===== src/rtl/prog_encoder.sv =====
// prog_encoder
//    Turns a stream of decoded instruction field tuples back into 8-bit
//    instruction words and writes them sequentially into imem. The boot/test
//    loader uses it to place a program in imem before the core is released.
//    Field combinations the ISA cannot represent, or a program that does not
//    fit in imem, stop the load in an error state until the next start.
//
// Ports
//    clk_i          clock, all state updates on the rising edge
//    rst_i          synchronous reset, active-high
//    start_i        begin a load (honoured in IDLE, DONE and ERR only)
//    in_valid_i     field tuple present
//    in_ready_o     tuple accepted this cycle when in_valid_i is high
//    in_opcode_i    opcode field
//    in_rs1_i       source/dest register 1
//    in_rs2_i       source register 2
//    in_fn_i        function select bit
//    in_imm_i       immediate
//    in_last_i      tuple is the final instruction of the program
//    imem_we_o      imem write strobe
//    imem_addr_o    imem write address
//    imem_wdata_o   encoded instruction word
//    count_o        words written since start
//    done_o         one-cycle pulse alongside the final write
//    err_o          high while in ERR (sticky until the next start)
//    err_code_o     00 none, 01 illegal fields, 10 overflow
//    err_addr_o     address of the offending beat
//
// state  | meaning
// -------+------------------------------------------------------------
// IDLE   | out of reset, waiting for start
// RUN    | accepting field tuples, one per cycle
// DONE   | final word written, waiting for a new start
// ERR    | illegal tuple or overflow seen, waiting for a new start

module prog_encoder #(
   parameter int                ADDR_W    = 4,
   parameter logic [ADDR_W-1:0] BASE_ADDR = '0
) (
   input  logic              clk_i,
   input  logic              rst_i,
   input  logic              start_i,
   input  logic              in_valid_i,
   output logic              in_ready_o,
   input  logic [2:0]        in_opcode_i,
   input  logic [1:0]        in_rs1_i,
   input  logic [1:0]        in_rs2_i,
   input  logic              in_fn_i,
   input  logic [3:0]        in_imm_i,
   input  logic              in_last_i,
   output logic              imem_we_o,
   output logic [ADDR_W-1:0] imem_addr_o,
   output logic [7:0]        imem_wdata_o,
   output logic [ADDR_W:0]   count_o,
   output logic              done_o,
   output logic              err_o,
   output logic [1:0]        err_code_o,
   output logic [ADDR_W-1:0] err_addr_o
);

   localparam int DEPTH = 2 ** ADDR_W;
   localparam logic [ADDR_W:0] CNT_FINAL = (ADDR_W + 1)'(DEPTH - 1);

   localparam logic [1:0] S_IDLE = 2'd0;
   localparam logic [1:0] S_RUN  = 2'd1;
   localparam logic [1:0] S_DONE = 2'd2;
   localparam logic [1:0] S_ERR  = 2'd3;

   localparam logic [1:0] ERR_NONE    = 2'b00;
   localparam logic [1:0] ERR_ILLEGAL = 2'b01;
   localparam logic [1:0] ERR_OVERFLOW = 2'b10;

   logic [1:0]        state_q, state_d;
   logic [ADDR_W-1:0] next_addr_q, next_addr_d;
   logic [ADDR_W-1:0] wr_addr_q, wr_addr_d;
   logic [7:0]        wdata_q, wdata_d;
   logic              we_q, we_d;
   logic              done_q, done_d;
   logic [ADDR_W:0]   count_q, count_d;
   logic [1:0]        err_code_q, err_code_d;
   logic [ADDR_W-1:0] err_addr_q, err_addr_d;

   logic [7:0] enc_word;
   logic       enc_legal;
   logic       accept;

   // Field packing; the bit scatter mirrors the decoder's extraction.
   always_comb begin
      enc_word       = '0;
      enc_legal      = 1'b1;
      enc_word[2:0]  = in_opcode_i;
      case (in_opcode_i)
         3'b000, 3'b011, 3'b100: begin
            enc_word[3] = in_fn_i;
            enc_word[4] = in_rs1_i[1];
            enc_word[6] = in_rs1_i[0];
            enc_word[5] = in_rs2_i[1];
            enc_word[7] = in_rs2_i[0];
         end
         3'b001, 3'b101: begin
            enc_word[6]   = in_rs1_i[0];
            enc_word[7]   = in_rs2_i[0];
            enc_word[5:3] = in_imm_i[2:0];
            enc_legal     = ~(in_rs1_i[1] | in_rs2_i[1] | in_imm_i[3]);
         end
         3'b010: begin
            enc_word[7]   = in_rs1_i[0];
            enc_word[6:3] = in_imm_i;
            enc_legal     = ~in_rs1_i[1];
         end
         3'b111: begin
            enc_word[3]   = 1'b1;
            enc_word[7:4] = in_imm_i;
            enc_legal     = in_fn_i;
         end
         default: begin
            enc_legal = 1'b0;
         end
      endcase
   end

   assign accept = in_valid_i && (state_q == S_RUN);

   always_comb begin
      state_d     = state_q;
      next_addr_d = next_addr_q;
      wr_addr_d   = wr_addr_q;
      wdata_d     = wdata_q;
      we_d        = 1'b0;
      done_d      = 1'b0;
      count_d     = count_q;
      err_code_d  = err_code_q;
      err_addr_d  = err_addr_q;
      case (state_q)
         S_RUN: begin
            if (accept) begin
               if (!enc_legal) begin
                  state_d    = S_ERR;
                  err_code_d = ERR_ILLEGAL;
                  err_addr_d = next_addr_q;
               end else begin
                  we_d        = 1'b1;
                  wr_addr_d   = next_addr_q;
                  wdata_d     = enc_word;
                  next_addr_d = next_addr_q + 1'b1;
                  count_d     = count_q + 1'b1;
                  // The word that fills imem is still written; only a
                  // missing last flag on it turns the load into an overflow.
                  if (in_last_i) begin
                     done_d  = 1'b1;
                     state_d = S_DONE;
                  end else if (count_q == CNT_FINAL) begin
                     state_d    = S_ERR;
                     err_code_d = ERR_OVERFLOW;
                     err_addr_d = next_addr_q;
                  end
               end
            end
         end
         default: begin
            if (start_i) begin
               state_d     = S_RUN;
               next_addr_d = BASE_ADDR;
               count_d     = '0;
               err_code_d  = ERR_NONE;
               err_addr_d  = '0;
            end
         end
      endcase
   end

   always_ff @(posedge clk_i) begin
      if (rst_i) begin
         state_q     <= S_IDLE;
         next_addr_q <= BASE_ADDR;
         wr_addr_q   <= BASE_ADDR;
         wdata_q     <= '0;
         we_q        <= 1'b0;
         done_q      <= 1'b0;
         count_q     <= '0;
         err_code_q  <= ERR_NONE;
         err_addr_q  <= '0;
      end else begin
         state_q     <= state_d;
         next_addr_q <= next_addr_d;
         wr_addr_q   <= wr_addr_d;
         wdata_q     <= wdata_d;
         we_q        <= we_d;
         done_q      <= done_d;
         count_q     <= count_d;
         err_code_q  <= err_code_d;
         err_addr_q  <= err_addr_d;
      end
   end

   // A write already registered when rst rises must not reach imem, so the
   // strobes are masked in the reset cycle itself.
   assign imem_we_o    = we_q & ~rst_i;
   assign done_o       = done_q & ~rst_i;
   assign imem_addr_o  = wr_addr_q;
   assign imem_wdata_o = wdata_q;
   assign in_ready_o   = (state_q == S_RUN);
   assign count_o      = count_q;
   assign err_o        = (state_q == S_ERR);
   assign err_code_o   = err_code_q;
   assign err_addr_o   = err_addr_q;

endmodule

===== config.mk =====
export PLATFORM = sky130hd
export DESIGN_NAME = prog_encoder
export DESIGN_NICKNAME = d
export VERILOG_FILES = /design/src/rtl/prog_encoder.sv
export SDC_FILE = /design/constraint.sdc
export NUM_CORES = 1
export LEC_CHECK = 0
export CAP_MARGIN = 20
export CORE_UTILIZATION = 47
export DETAILED_ROUTE_END_ITERATION = 8
export GPL_ROUTABILITY_DRIVEN = 0
export HOLD_SLACK_MARGIN = 0.12
export PLACE_DENSITY_LB_ADDON = 0.25
export SYNTH_ARGS = -nofsm -noshare
export SYNTH_HDL_FRONTEND = slang
export SYNTH_SLANG_ARGS = --single-unit

===== constraint.sdc =====
create_clock -name clk_i -period 2.2 [get_ports clk_i]
set_input_delay 0.22 -clock clk_i [delete_from_list [all_inputs] [get_ports clk_i]]
set_output_delay 0.22 -clock clk_i [all_outputs]
set_load 0.02 [all_outputs]

## Yosys cells after proc, flatten, opt, wreduce, memory -nomap -nowiden

Cells that the tools add are included.

- Eq/ne operators: 14
- Divide/modulo/power cells: 0
- Bitwise gates (word level): 10
- Reductions and logical operators: 11
- Mux-type cells: 29
- Shifts and indexed selects: 0
- Add/subtract/negate cells: 2
- $mul: 0
- $lt $le $gt $ge: 0

Operators with widths:

| kind | number |
|---|---|
| $mux W4 | 9 |
| $mux W2 | 12 |
| $mux W5 | 4 |
| $pmux W5 S4 | 1 |
| $eq A3 B3 Y1 const B | 3 |
| $reduce_and A3 Y1 | 3 |
| $eq A3 B2 Y1 const B | 2 |
| $not A1 Y1 | 6 |
| $reduce_or A3 Y1 | 2 |
| $add A5 B1 Y5 const B | 1 |
| $eq A5 B4 Y1 const B | 1 |
| $add A4 B1 Y4 const B | 1 |
| $ne A2 B1 Y1 const B | 2 |
| $ne A4 B3 Y1 const B | 1 |
| $pmux W1 S4 | 1 |
| $reduce_and A4 Y1 | 1 |
| $reduce_or A4 Y1 | 1 |
| $eq A3 B1 Y1 const B | 1 |
| $logic_not A3 Y1 | 1 |
| $ne A3 B2 Y1 const B | 1 |
| $ne A3 B3 Y1 const B | 1 |
| $and A1 B1 Y1 | 2 |
| $eq A2 B1 Y1 const B | 1 |
| $eq A2 B2 Y1 const B | 1 |
| other kinds (5) | 7 |

- Memories kept: 0
- Latch bits: 0
- Output and inout port bits: 27
- Memory bits (writable): 0
- Input port bits: 17
- Bits in read-only memories: 0
- Bits in registers: 31

## Depth between registers and ports, before layout

- Word-level depth: 7
- Gate-level depth with buffers: 7

## Least setup slack after synthesis

OpenSTA, ideal clock, no wires.

- Path kind: reg2reg
- Start point: register count_q[0] (netlist: count_o[0])
- End point: register err_addr_q[0] (netlist: err_addr_o[0])
- Path slack: 587 ps
- Library setup time: 83 ps
- Buffers on the path: 0
- Cell stages (with the launch flop): 8
- Arrival time: 1,530 ps
- Path through: dfxtp_1 > ha_1 > and3_1 > ha_1 > nand2b_1 > nor2b_1 > nand3_1 > o221ai_1

- Cells in the longest elaborated chain, start to end: 3

Ends and longest elaborated chain:

| element | line | text |
|---|---|---|
| start: declaration | 79 | `logic [ADDR_W:0] count_q, count_d;` |
| start signal: assignment | 190 | `count_q <= count_d;` |
| $eq A5 B4 Y1 | 152 | `end else if (count_q == CNT_FINAL) begin` |
| $ne A3 B2 Y1 (no line) | -- |  |
| $reduce_and A4 Y1 (no line) | -- |  |
| end signal: assignment | 192 | `err_addr_q <= err_addr_d;` |
| end: declaration | 81 | `logic [ADDR_W-1:0] err_addr_q, err_addr_d;` |

Every way passes these cells.
A chain may end at the register's enable or synchronous reset.

## Final worst setup path

- Start point: register count_q[0] (netlist: count_o[0])
- End point: register err_addr_q[2] (netlist: err_addr_o[2])

The elaborated chain is that of the path after synthesis.

==> metrics.md <==
| Metric | Value |
|---|---|
| Outcome | complete, no violations |
| Count of vias placed by the detailed router | 1668 |
| Net switching fraction of the power | 26.0% |
| Largest area contributor in the synthesized netlist | dfxtp_1 |
| Gate count after technology mapping | 189 |
| PD cells | about 560 nW/um^2 |
| Max frequency | 0.526 GHz |
| Total setup violations reported at the end of the flow | 0 |
| Count of buffers added by post-CTS timing repair for setup | 0 |
| Area added between synthesis and finish | 36.3% |
| Yosys Warn Count | 0 |
| Most frequent cell on the critical path | ha_1 |
| Most used standard cells in the synthesized netlist | dfxtp_1 (31), a21oi_1 (18), nand3_1 (14), o21ai_0 (14) |
| Unique masters post-synth | 40 |
| Count of cells resized by post-cts repair | 0 |
| Terminating pin of the worst hold path | err_code_o[0] |
| Root Driver | clkbuf_4 |
| Worst hold path depth | 2 |
| Number of placed instances with taps included | 274 |
| Fill count | 268 |
| Stage delay of the slowest cell on the critical path | approximately 0.36 ns |
| Leakage dissipation | 0.766 nW |
| Final sum of negative setup slack | 0 ns |
| Clock transition at the registers of the reported paths | 0.09 ns |
| Hold path startpoint | err_code_o[0] |
| Latest clock arrival within the worst-skew pair | 0.33 ns |
| Post-synth ARST share | 0% |
| Total of hold buffers inserted after clock tree synthesis | 0 |
| Reg2Reg Depth | 7 |
| Slack of the worst reg-to-reg path | about 0.3 ns |
| Clock Skew | just over 0.005 ns |
| Routed vias/inst | approximately 5.9 |
| Share of final-layout standard cells stronger than drive strength 1 | about an eighth |
| Data required, critical path | 2.45 ns |
| Clock share of power | 34.8% |
| Via count of the first global-routing pass | 1632 |
| Dominant combinational cell family by area after synthesis | compound AO/OA/AOI/OAI gates |
| Number of port buffers | 43 |
| Seq/Total Area, Yosys | roughly 39% |
| Mean area per synthesized cell | 8.49 sq um |
| Post-Syn Nets | 209 |
| Worst EP arrival | approximately 2.2 ns |
| DRC errors left | 0 |
| Worst-path cell with the longest stage delay | dfxtp_1 |
| Initial DRC count | 108 |
| Buffers from clock root to sink, at most | 2 |
| Antenna violations before repair | 0 |
| Average wire length per cell after detail routing | 14.6 um |
| Element type at the critical path start | flop |
| Cell with the most instances after synthesis | dfxtp_1 |
| CP Cell Sequence | ha_1 > and3_1 > ha_1 > nand2b_1 > nor2b_1 > nand3_1 > o221ai_1 |
| Most used DFF post-synth | dfxtp_1 |
| Crit-path max FO | 5 |
| Final cell count without fillers | 281 |
| Logic pwr share | between 15 and 20% |
| Total gr overflow | 0 |
| CTS tree | yes |
| Portion of synthesized cell area occupied by the leading cell type | 38.7% |
| Htree depth | 2 |
| Worst slew margin relative to its limit | between 50% and 60% |
| Peak ir drop on the vdd network | 0.336 mV |
| Starting Density | 50.9% |
| Number of search-and-repair iterations in the first detailed-routing pass | 4 |
| Number of flops mapped to enable cells by yosys | 0 |
| Num CTS Buffers | 5 |
| Internal power contribution | 0.906 mW |
| Number of nets still failing antenna checks after routing | 0 |
| Die H | 60.4 um |
| Category of the worst setup path capture point | flop |
| Overall die area | 3650 sq um |
| Die width | between 60 and 70 um |
| Top-level I/O count | 44 |
| GRT Total Usage | around a quarter |
| RSZ-0062 raised after global routing | false |
| Post-layout net count | 257 |
| Post-Synth Simple-Gate Area | roughly 23% |
| Start of the worst register-to-register path | count_o[0] |
| FP Rows | 20 |
| Compound-Gate Fraction of Synth Area | approximately 24% |
| Core occupancy in the finished layout | between 60% and 70% |
| Cell area after synthesis | approximately 1600 sq um |
| Antenna Cells | 0 |
| Pin count of the biggest net entering global routing | 23 |
| Total of flip-flops plus latches after synthesis | 31 |
| Tightest Pin Transition | 0.648 ns |
| Adder and majority cell fraction of the synthesized area | 2.34% |
| Multiplexer fraction of the synthesized cell area | 5.61% |
| Final period demand of the worst path | 1.90 ns |
| First-pass GRT wire length | between 7000 and 8000 um |
| Destination of the worst register-to-register timing path | err_addr_o[2] |
| Portion of the clock cycle consumed by the worst path in the final layout | 86.5% |
| Net switching power figure | 0.319 mW |
| Hold Crit Class | flop to flop |
| Number of sinks on the clock net | 31 |
| Synthesized-area fraction occupied by xor and xnor cells | 0% |
| Main area contributors after synthesis | dfxtp_1 (39%), a21oi_1 (5.6%), nand3_1 (4.4%) |
| Part of the power in registers | a little under half |
| Floorplan core area | 3150 sq um |
| # Max-Cap Violations | 0 |
| Final HPWL from detailed placement | 3050 um |
| Total Routed Length | just over 4000 um |
| Setup Crit Path Kind | flop to flop |
| Number of pins exceeding their max-slew limit in the final report | 0 |
| Final-report hold violation count | 0 |
| Hold Slack | 0.482 ns |
==> stage by stage <==
stage	power [mW]	setup slack [ns]	instance area, sq um
2_1_floorplan	0.717	0.587	1610
3_3_place_gp	0.802	0.125	2120
3_5_place_dp	0.809	0.0526	2120
4_1_cts	1.22	0.295	2190
5_1_grt	1.27	0.0918	2190
6_report	1.23	0.297	2190
==> layer usage <==
metal	share of wire, %	vias up	track usage (%)
li1	-	794	-
met1	42	799	29.4
met2	50	69	44.7
met3	5.9	6	6.61
met4	1.6	0	12.7
met5	0	-	0
==> area by class of cell <==
class / instances / area [sq um] / area share [%]
clock buffers: 6 / 41.3 / 1.89
clock inverters: 1 / 30.0 / 1.37
inverters: 10 / 37.5 / 1.72
multi-input cells: 133 / 876 / 40.0
flip-flops and latches: 31 / 621 / 28.4
well taps: 44 / 55.1 / 2.52
repair buffers: 56 / 528 / 24.1
==> worst max-delay path, delay by kind of cell, from the launching register on <==
kind                       cells  cell delay [ns]
adders and majority gates      2             0.44
and+or+nand+nor                4             0.78
DFF                            1             0.36
AOI/OAI and AO/OA              1             0.26
==> registers in the layout, indices dropped and copies added (netlist names) <==
signal	count
next_addr_q	4
state_q	2
err_code_o	2
we_q	1
count_o	5
err_addr_o	4
imem_addr_o	4
done_q	1
imem_wdata_o	8
==> power by group through the flow <==
stage	sequential [mW]	clock [mW]	combinational, mW
final	0.581	0.426	0.218
after global routing	0.583	0.453	0.235
after CTS	0.581	0.428	0.216
after detailed placement	0.594	0	0.215
after global placement	0.593	0	0.209
after floorplan	0.601	0	0.116
==> logic make-up after synthesis <==
| logic type | count (synthesis) |
|---|---|
| and+or+nand+nor | 67 |
| buffers and inverters | 25 |
| muxes | 5 |
| adders and majority gates | 3 |
| DFF | 31 |
| AOI/OAI and AO/OA | 58 |
==> layout by cell type, fill, tap and decap left out, types with 4 or more instances in the layout <==
master,instances
o21ai_0,14
nand4_1,5
buf_4,13
nor4_1,4
nand2b_1,5
a21oi_1,18
clkbuf_4,5
nand3_1,14
o221ai_1,5
inv_1,9
nor2_1,6
nor2b_1,8
clkdlybuf4s50_1,43
a22oi_1,4
nand2_1,10
nor3_1,6
dfxtp_1,31
==> worst max-delay path by stage <==
| stage | from | end | slack, ns | cells after the start |
|---|---|---|---|---|
| final | count_o[0] | err_addr_o[2] | 0.30 | 7 |
| after global routing | count_o[0] | err_addr_o[0] | 0.09 | 7 |
| after CTS | count_o[0] | err_addr_o[2] | 0.29 | 7 |
| after detailed placement | in_opcode_i[1] | imem_wdata_o[6] | 0.05 | 5 |
| after floorplan | count_o[0] | err_addr_o[0] | 0.59 | 7 |
| after global placement | in_opcode_i[1] | imem_wdata_o[6] | 0.12 | 5 |
(Power assumes the default switching activity.)
